File: src/rtl/raw_hazard_unit.sv
// Operand hazard resolution for ID: EX/MEM/WB destination scoreboard, forwarding mux, load-use stall.
// Optional RAW_STALL_CNT_EN adds a saturating RAW_stall_cnt output.
module raw_hazard_unit #(
  parameter int unsigned DATA_W   = 32,
  parameter int unsigned LOAD_LAT = 2
) (
  input  logic              clk,
  input  logic              rst_n,
  input  logic              ID_valid,
  input  logic              ID_flush,
  input  logic [4:0]        ID_rs1_sel,
  input  logic [4:0]        ID_rs2_sel,
  input  logic              ID_rs1_used,
  input  logic              ID_rs2_used,
  input  logic [4:0]        ID_rd_sel,
  input  logic              ID_wr_en,
  input  logic              ID_is_load,
  input  logic [DATA_W-1:0] RGF_rs1_val,
  input  logic [DATA_W-1:0] RGF_rs2_val,
  input  logic [DATA_W-1:0] EX_rd_val,
  input  logic [DATA_W-1:0] MEM_rd_val,
  input  logic [DATA_W-1:0] WB_rd_val,
  output logic [4:0]        RAW_rs1_sel,
  output logic [4:0]        RAW_rs2_sel,
  output logic [DATA_W-1:0] RAW_rs1_val,
  output logic [DATA_W-1:0] RAW_rs2_val,
  output logic [1:0]        RAW_fwd1_src,
  output logic [1:0]        RAW_fwd2_src,
  output logic              RAW_stall
`ifdef RAW_STALL_CNT_EN
  ,
  output logic [31:0]       RAW_stall_cnt
`endif
);

  typedef struct packed {
    logic       v;
    logic [4:0] rd;
    logic       we;
    logic       ld;
  } slot_t;

  typedef enum logic [1:0] {
    SRC_RGF = 2'd0,
    SRC_EX  = 2'd1,
    SRC_MEM = 2'd2,
    SRC_WB  = 2'd3
  } src_e;

  slot_t ex_q, mem_q, wb_q;
  src_e  src1, src2;
  logic  haz1, haz2;

  // Youngest matching slot wins; haz flags a winning load whose data is not yet available.
  function automatic logic [2:0] resolve(input logic [4:0] sel, input logic used,
                                         input slot_t ex, input slot_t mem, input slot_t wb);
    logic [1:0] src;
    logic       haz;
    src = SRC_RGF;
    haz = 1'b0;
    if (used && sel != 5'd0) begin
      if (ex.v && ex.we && ex.rd == sel) begin
        src = SRC_EX;
        haz = ex.ld;
      end else if (mem.v && mem.we && mem.rd == sel) begin
        src = SRC_MEM;
        haz = mem.ld && (LOAD_LAT != 32'd1);
      end else if (wb.v && wb.we && wb.rd == sel) begin
        src = SRC_WB;
      end
    end
    return {haz, src};
  endfunction

  always_comb begin
    src1 = SRC_RGF;
    src2 = SRC_RGF;
    haz1 = 1'b0;
    haz2 = 1'b0;
    {haz1, src1} = resolve(ID_rs1_sel, ID_rs1_used, ex_q, mem_q, wb_q);
    {haz2, src2} = resolve(ID_rs2_sel, ID_rs2_used, ex_q, mem_q, wb_q);
  end

  always_comb begin
    RAW_rs1_val = '0;
    unique case (src1)
      SRC_EX:  RAW_rs1_val = EX_rd_val;
      SRC_MEM: RAW_rs1_val = MEM_rd_val;
      SRC_WB:  RAW_rs1_val = WB_rd_val;
      default: RAW_rs1_val = (ID_rs1_sel == 5'd0) ? '0 : RGF_rs1_val;
    endcase
  end

  always_comb begin
    RAW_rs2_val = '0;
    unique case (src2)
      SRC_EX:  RAW_rs2_val = EX_rd_val;
      SRC_MEM: RAW_rs2_val = MEM_rd_val;
      SRC_WB:  RAW_rs2_val = WB_rd_val;
      default: RAW_rs2_val = (ID_rs2_sel == 5'd0) ? '0 : RGF_rs2_val;
    endcase
  end

  assign RAW_rs1_sel  = ID_rs1_sel;
  assign RAW_rs2_sel  = ID_rs2_sel;
  assign RAW_fwd1_src = src1;
  assign RAW_fwd2_src = src2;
  assign RAW_stall    = ID_valid & ~ID_flush & (haz1 | haz2);

  always_ff @(posedge clk or negedge rst_n) begin
    if (!rst_n) begin
      ex_q  <= '0;
      mem_q <= '0;
      wb_q  <= '0;
    end else begin
      wb_q  <= mem_q;
      mem_q <= ex_q;
      ex_q  <= '{v:  ID_valid & ~ID_flush & ~RAW_stall,
                 rd: ID_rd_sel,
                 we: ID_wr_en,
                 ld: ID_is_load};
    end
  end

`ifdef RAW_STALL_CNT_EN
  always_ff @(posedge clk or negedge rst_n) begin
    if (!rst_n) begin
      RAW_stall_cnt <= '0;
    end else if (RAW_stall && RAW_stall_cnt != '1) begin
      RAW_stall_cnt <= RAW_stall_cnt + 32'd1;
    end
  end
`endif

endmodule

File: config.mk
export PLATFORM = sky130hd
export DESIGN_NAME = raw_hazard_unit
export DESIGN_NICKNAME = d
export VERILOG_FILES = /design/src/rtl/raw_hazard_unit.sv
export SDC_FILE = /design/constraint.sdc
export NUM_CORES = 1
export LEC_CHECK = 0
export CORE_AREA = 2 2 101 103
export CTS_CLUSTER_DIAMETER = 40
export CTS_CLUSTER_SIZE = 25
export DETAILED_ROUTE_END_ITERATION = 8
export DIE_AREA = 0 0 103 105
export GPL_TIMING_DRIVEN = 1
export PLACE_DENSITY = 0.89
export SLEW_MARGIN = 30
export SYNTH_ARGS = -nofsm -noshare
export SYNTH_HDL_FRONTEND = slang
export SYNTH_SLANG_ARGS = --single-unit
export TNS_END_PERCENT = 100
File: constraint.sdc
create_clock -name clk -period 5.7 [get_ports clk]
set_clock_uncertainty 0.2 [all_clocks]
set_input_delay 1.14 -clock clk [delete_from_list [all_inputs] [get_ports clk]]
set_output_delay 1.14 -clock clk [all_outputs]
set_load 0.03 [all_outputs]
==> out/results.txt <==
Mean instance size in the synthesized netlist - 7.134 µm²
Delay of the slowest critical-path stage - 700 ps
Unrepaired setup endpoints after global routing - false
Critical path peak fanout - 28
Element type at the critical path start - input port
Count of cell types in the netlist - 39
Final count of negative-setup-slack endpoints - 0
Final estimated routing congestion in global placement - 0.9697
Ant diodes - 0
Area growth from synthesis to layout - 91.95%
Worst hold-check slack - 188.1 ps
Most common library cell in the layout ignoring fill and taps - sky130_fd_sc_hd__clkdlybuf4s50_1
Buffers plus inverters on the worst setup path - 3
List of cells traversed by the critical path - clkdlybuf4s50_1 > xnor2_1 > nand4_1 > nor2_1 > nand2b_1 > nor3_2 > buf_4 > a221o_1 > clkdlybuf4s50_1
Pre-antenna DRT Iters - 7
Insertion delay of the later-clocked pin in the worst-skew pair - 260 ps
HPWL after detailed placement - 12590 µm
Initial cell density of the core - 30.79%
Number of gates given a new drive strength after cts - 0
Final Hold Violating Endpoints - 0
CP dominant cell by count - sky130_fd_sc_hd__clkdlybuf4s50_1
Die area - 10820 µm²
Measured slew at the worst slew-check pin - 475.9 ps
Post-synthesis register bit count - 23
Fraction of the yosys area taken by sequential cells - 19.39%
IO Count - 262
Post-DR wirelength/cell - 20.41 µm
Min-Delay Path Class - reg -> reg
Wire length of the first global-routing pass - 24340 µm
Net count after synthesis - 599
Port buffer count - 261
Max transition margin - 68.28%
Fraction of final layout cells sized beyond drive strength 1 - 7.481%
Synth warn - 0
Die Width - 103 µm
Largest vdd supply drop - 0.1487 mV
Number of antenna violations at the first check in global routing - 0
Placement row count - 36
TritonCTS clock tree - yes
Crit. End Element - output port
Post-route fraction of the period consumed by the critical path - 95.33%
Commonest cells after routing, fill and taps aside - sky130_fd_sc_hd__clkdlybuf4s50_1, sky130_fd_sc_hd__nand2_1, sky130_fd_sc_hd__nand3_1, sky130_fd_sc_hd__a21oi_1, sky130_fd_sc_hd__a221o_1
Number of pins with negative max-slew slack in the final report - 0
CP Data Arrival Time - 4090 ps
Top_reg_cell synth - sky130_fd_sc_hd__dfrtp_1
Leakage power - 1.972 nW
Longest Clk Path Bufs - 2
Total via count in the routed design - 4533
Max Clock Freq - 0.1840 GHz
Critical path's slowest cell - sky130_fd_sc_hd__clkdlybuf4s50_1
Outcome - finished clean
TritonCTS buffer count - 3
Core area - 9639 µm²
Deepest level of the CTS H-tree - 1
Pin count of the biggest net entering global routing - 29
Post-CTS repair timing setup buffer count - 0
Total global routing track utilization - 28.35%
Net count of the finished layout - 839
Post-synth design cell area - 2968 µm²
Congestion Overflow GR - 0
Endpoint required time on the critical path - 4360 ps
Max-cap check violation count - 0
DRC marker count from the first detailed-route iteration - 319
Synth async-reset ratio - 100.0%
Kind of cell with the highest combined delay on the critical path - buffers and inverters
Number of global-route vias before repair - 4667
Crit path kind - in -> out
Clock period minus final worst setup slack - 5434 ps
Number of flops mapped to enable cells by yosys - 0
Final routed wirelength across all metal layers - 16090 µm
Via density per instance - 5.753
Clock sink count - 23
Post-Route Setup TNS - 0 ps
Clock Root Buffer - sky130_fd_sc_hd__clkbuf_8
Detail Route Antenna Nets - 0
Clock slew seen by the registers of the worst setup and hold paths - 80 ps
Pwr/cell area - 114.3 nW/µm²
Number of instances in the synthesized netlist - 416
Number of hold buffers added after cts - 0
Die Ht - 105 µm
DRC errors left - 0
==> flip-flops by register name, indices dropped and copies added (netlist names) <==
register,cells
wb_q,7
mem_q,8
ex_q,8
==> area by class of cell <==
| class | instances | area (µm²) |
|---|---|---|
| Timing Repair Buffer | 285 | 2760 |
| Clock buffer | 3 | 41.29 |
| Clock inverter | 1 | 7.507 |
| Multi-Input combinational cell | 338 | 2127 |
| Sequential cell | 23 | 575.6 |
| Inverter | 5 | 18.77 |
| Tap cell | 133 | 166.4 |
| Fill cell | 877 | 3943 |
==> logic make-up after synthesis <==
kind of cell / after synthesis / share of synthesized area [%]
AND/OR/NAND/NOR: 169 / 26.64
AO/OA/AOI/OAI: 141 / 35.79
buffers and inverters: 55 / 9.907
XOR/XNOR: 28 / 8.263
flip-flops: 23 / 19.39
==> cells in the mapped netlist (2+ instances only) <==
| cell | instances | area, µm² |
|---|---|---|
| sky130_fd_sc_hd__clkbuf_1 | 19 | 71.32 |
| sky130_fd_sc_hd__nand2_1 | 68 | 255.2 |
| sky130_fd_sc_hd__xor2_1 | 6 | 52.55 |
| sky130_fd_sc_hd__buf_4 | 10 | 75.07 |
| sky130_fd_sc_hd__dfrtp_1 | 23 | 575.6 |
| sky130_fd_sc_hd__or3_1 | 2 | 12.51 |
| sky130_fd_sc_hd__inv_1 | 4 | 15.01 |
| sky130_fd_sc_hd__nor2_1 | 13 | 48.80 |
| sky130_fd_sc_hd__a221o_1 | 63 | 630.6 |
| sky130_fd_sc_hd__a31oi_1 | 2 | 12.51 |
| sky130_fd_sc_hd__o22ai_1 | 2 | 12.51 |
| sky130_fd_sc_hd__o21ai_0 | 2 | 10.01 |
| sky130_fd_sc_hd__buf_6 | 4 | 45.04 |
| sky130_fd_sc_hd__nand4_1 | 4 | 25.02 |
| sky130_fd_sc_hd__nand3_1 | 65 | 325.3 |
| sky130_fd_sc_hd__a21oi_1 | 65 | 325.3 |
| sky130_fd_sc_hd__nor3_1 | 6 | 30.03 |
| sky130_fd_sc_hd__xnor2_1 | 22 | 192.7 |
| sky130_fd_sc_hd__buf_2 | 16 | 80.08 |
==> power breakdown <==
group,internal [W],switching [W]
sequential,0.000171,0.00000800
clock,0.0000494,0.0000494
combinational,0.000206,0.000167
total,0.000427,0.000225
==> final timing paths <==
check | startpoint | endpoint | slack, ps | cells after the start
hold reg to reg | mem_q[1]$_DFF_PN0_ | wb_q[1]$_DFF_PN0_ | 190 | 0
hold / removal | mem_q[1]$_DFF_PN0_ | wb_q[1]$_DFF_PN0_ | 190 | 0
min in group asynchronous | rst_n | ex_q[5]$_DFF_PN0_ | 630 | 1
setup reg to reg | ex_q[4]$_DFF_PN0_ | ex_q[7]$_DFF_PN0_ | 3390 | 7
max in group asynchronous | rst_n | mem_q[7]$_DFF_PN0_ | 4350 | 1
setup / recovery | ID_rs2_sel[4] | RAW_rs2_val[9] | 270 | 9
==> metrics by stage <==
stage / total power, W / setup slack, ps / utilization, % / instance area [µm²] / instances
after floorplan: 0.0003298 / 1442 / - / 2968 / 416
after global placement: 0.0005487 / 376.7 / 58.64 / 5653 / 784
after detailed placement: 0.0005537 / 301.3 / 58.64 / 5653 / 784
after CTS: 0.0006531 / 295.0 / 59.15 / 5702 / 788
after global routing: 0.0006811 / 37.78 / 59.10 / 5697 / 788
final: 0.0006513 / 266.4 / 59.10 / 5697 / 788
==> layer usage <==
metal  up-vias  GRT usage, %  wire [µm]
met5         -             0          0
met4         0         11.37        649
met3        61         3.880       1641
met2       330         47.54       7656
met1      2087         36.05       6138
li1       2055             -          -
==> worst register-to-register path, delay by kind of cell (launching register included) <==
kind                   cells  cell delay, ps
AO/OA/AOI/OAI              3             710
buffers and inverters      2             310
flip-flops                 1             390
AND/OR/NAND/NOR            2             630
No activity file was read; power rests on OpenSTA's default activity.
==> patch: new RTL, config.mk and constraints unchanged <==
Change the parameter `DATA_W` from 32 to 28.
--- a/src/rtl/raw_hazard_unit.sv
+++ b/src/rtl/raw_hazard_unit.sv
@@ -1,7 +1,7 @@
 // Operand hazard resolution for ID: EX/MEM/WB destination scoreboard, forwarding mux, load-use stall.
 // Optional RAW_STALL_CNT_EN adds a saturating RAW_stall_cnt output.
 module raw_hazard_unit #(
-  parameter int unsigned DATA_W   = 32,
+  parameter int unsigned DATA_W   = 28,
   parameter int unsigned LOAD_LAT = 2
 ) (
   input  logic              clk,
Ports: changed (7 resized); port bits go from 262 to 234. The function was not compared with the original's and may differ.
==> patch against the unedited design <==
Power shrank 6.6%. Cell area shrank 9.3%. Maximum frequency shrank 2.0%. Synthesized area fell by 8.3%. Sequential cell count is the same. Wire length is 10% lower. Cell count decreased by 8.5%. Setup slack worse by 110 ps.
==> patch: results (changes against the unedited design) <==
largest stage delay on the critical path 610 ps (-90 ps); Layout non-clock buf frac 0.469 (-0.0154); multi-input gate count 307 (-9.2%); antenna violations before repair 1 (+1); CP max FO 23 (-18%); IO Port Bufs 233 (-11%); Avg Cell Area, Syn 7.28 µm² (+2.0%); vias in the first global route 4052 (-13%); layout cells sized above 1 0.109 (+0.0340); top post-synthesis cells by count nand2_1 (60), nand3_1 (54), a21oi_1 (52), a221o_1 (51), dfrtp_1 (23); P_int 0.000401 W (-6.1%); DP HPWL 11.4 mm (-9.5%); drt total wl 14.5 mm (-10%); clock share of power 0.163 (+0.011); post-route cell area 0.00517 mm² (-9.3%); number of non-clock buffers in the layout 253 (-11%); Seq Cell Count 23 (unchanged); status completed; minimum hold slack 186 ps (-2.36 ps); inverters 1 (-4); leakage 1.82 nW (-7.5%); mux cell area share after synthesis 0.00368 (+0.00368); WL/cell 20.1 µm (-1.7%); vias per inst 5.52 (-4.0%); Critical Path AT 4200 ps (+110 ps); register area share after synthesis 0.211 (+0.0176); Area after DPL 0.00513 mm² (-9.3%); Distinct cells, synth 37 (-5.1%); drt pass-1 iters 5 (-2); Fillers 923 (+5.2%); maximum VDD drop 126 µV (-15%); compound-gate portion of the synthesized area 0.347 (-0.0108); Worst Setup SP ID_rs1_sel[4]; # nets final 752 (-10%); syn_nets 537 (-10%); largest net degree at the start of global routing 31 (+6.9%); global-route wire length before repair 21.4 mm (-12%); pre-CTS WS 204 ps (-97.4 ps); area of the multi-input gates 0.00195 mm² (-8.2%); routability cong. 0.943 (-2.8%); worst r2r path cells 6 (-1); Initial DRC Count 264 (-17%); Synth Area in XOR/XNOR 0.0966 (+0.0139); Worst Setup EP RAW_rs1_val[3]
==> patch: cell types whose count changed in the layout (fill, tap and decap cells not counted), sizes merged, moves of 3 or more <==
| cell | unedited run | this run |
|---|---|---|
| o2bb2ai | 0 | 5 |
| a21oi | 66 | 53 |
| buf | 36 | 52 |
| nand3 | 65 | 54 |
| o21ai | 3 | 6 |
| clkdlybuf4s50 | 249 | 201 |
| a221o | 63 | 51 |
| nand2 | 68 | 60 |
| xnor2 | 22 | 14 |
| xor2 | 6 | 16 |
| a221oi | 1 | 5 |
| inv | 5 | 1 |
==> patch: metal layers <==
| layer | share of wire | GRT usage | vias to the layer above | wire length [µm] |
|---|---|---|---|---|
| li1 | - | - | 1841 | - |
| met1 | 0.38 | 0.301 | 1866 | 5450 |
| met2 | 0.50 | 0.449 | 241 | 7240 |
| met3 | 0.099 | 0.0522 | 33 | 1440 |
| met4 | 0.022 | 0.0695 | 2 | 319 |
| met5 | 0.00090 | 0 | - | 13 |
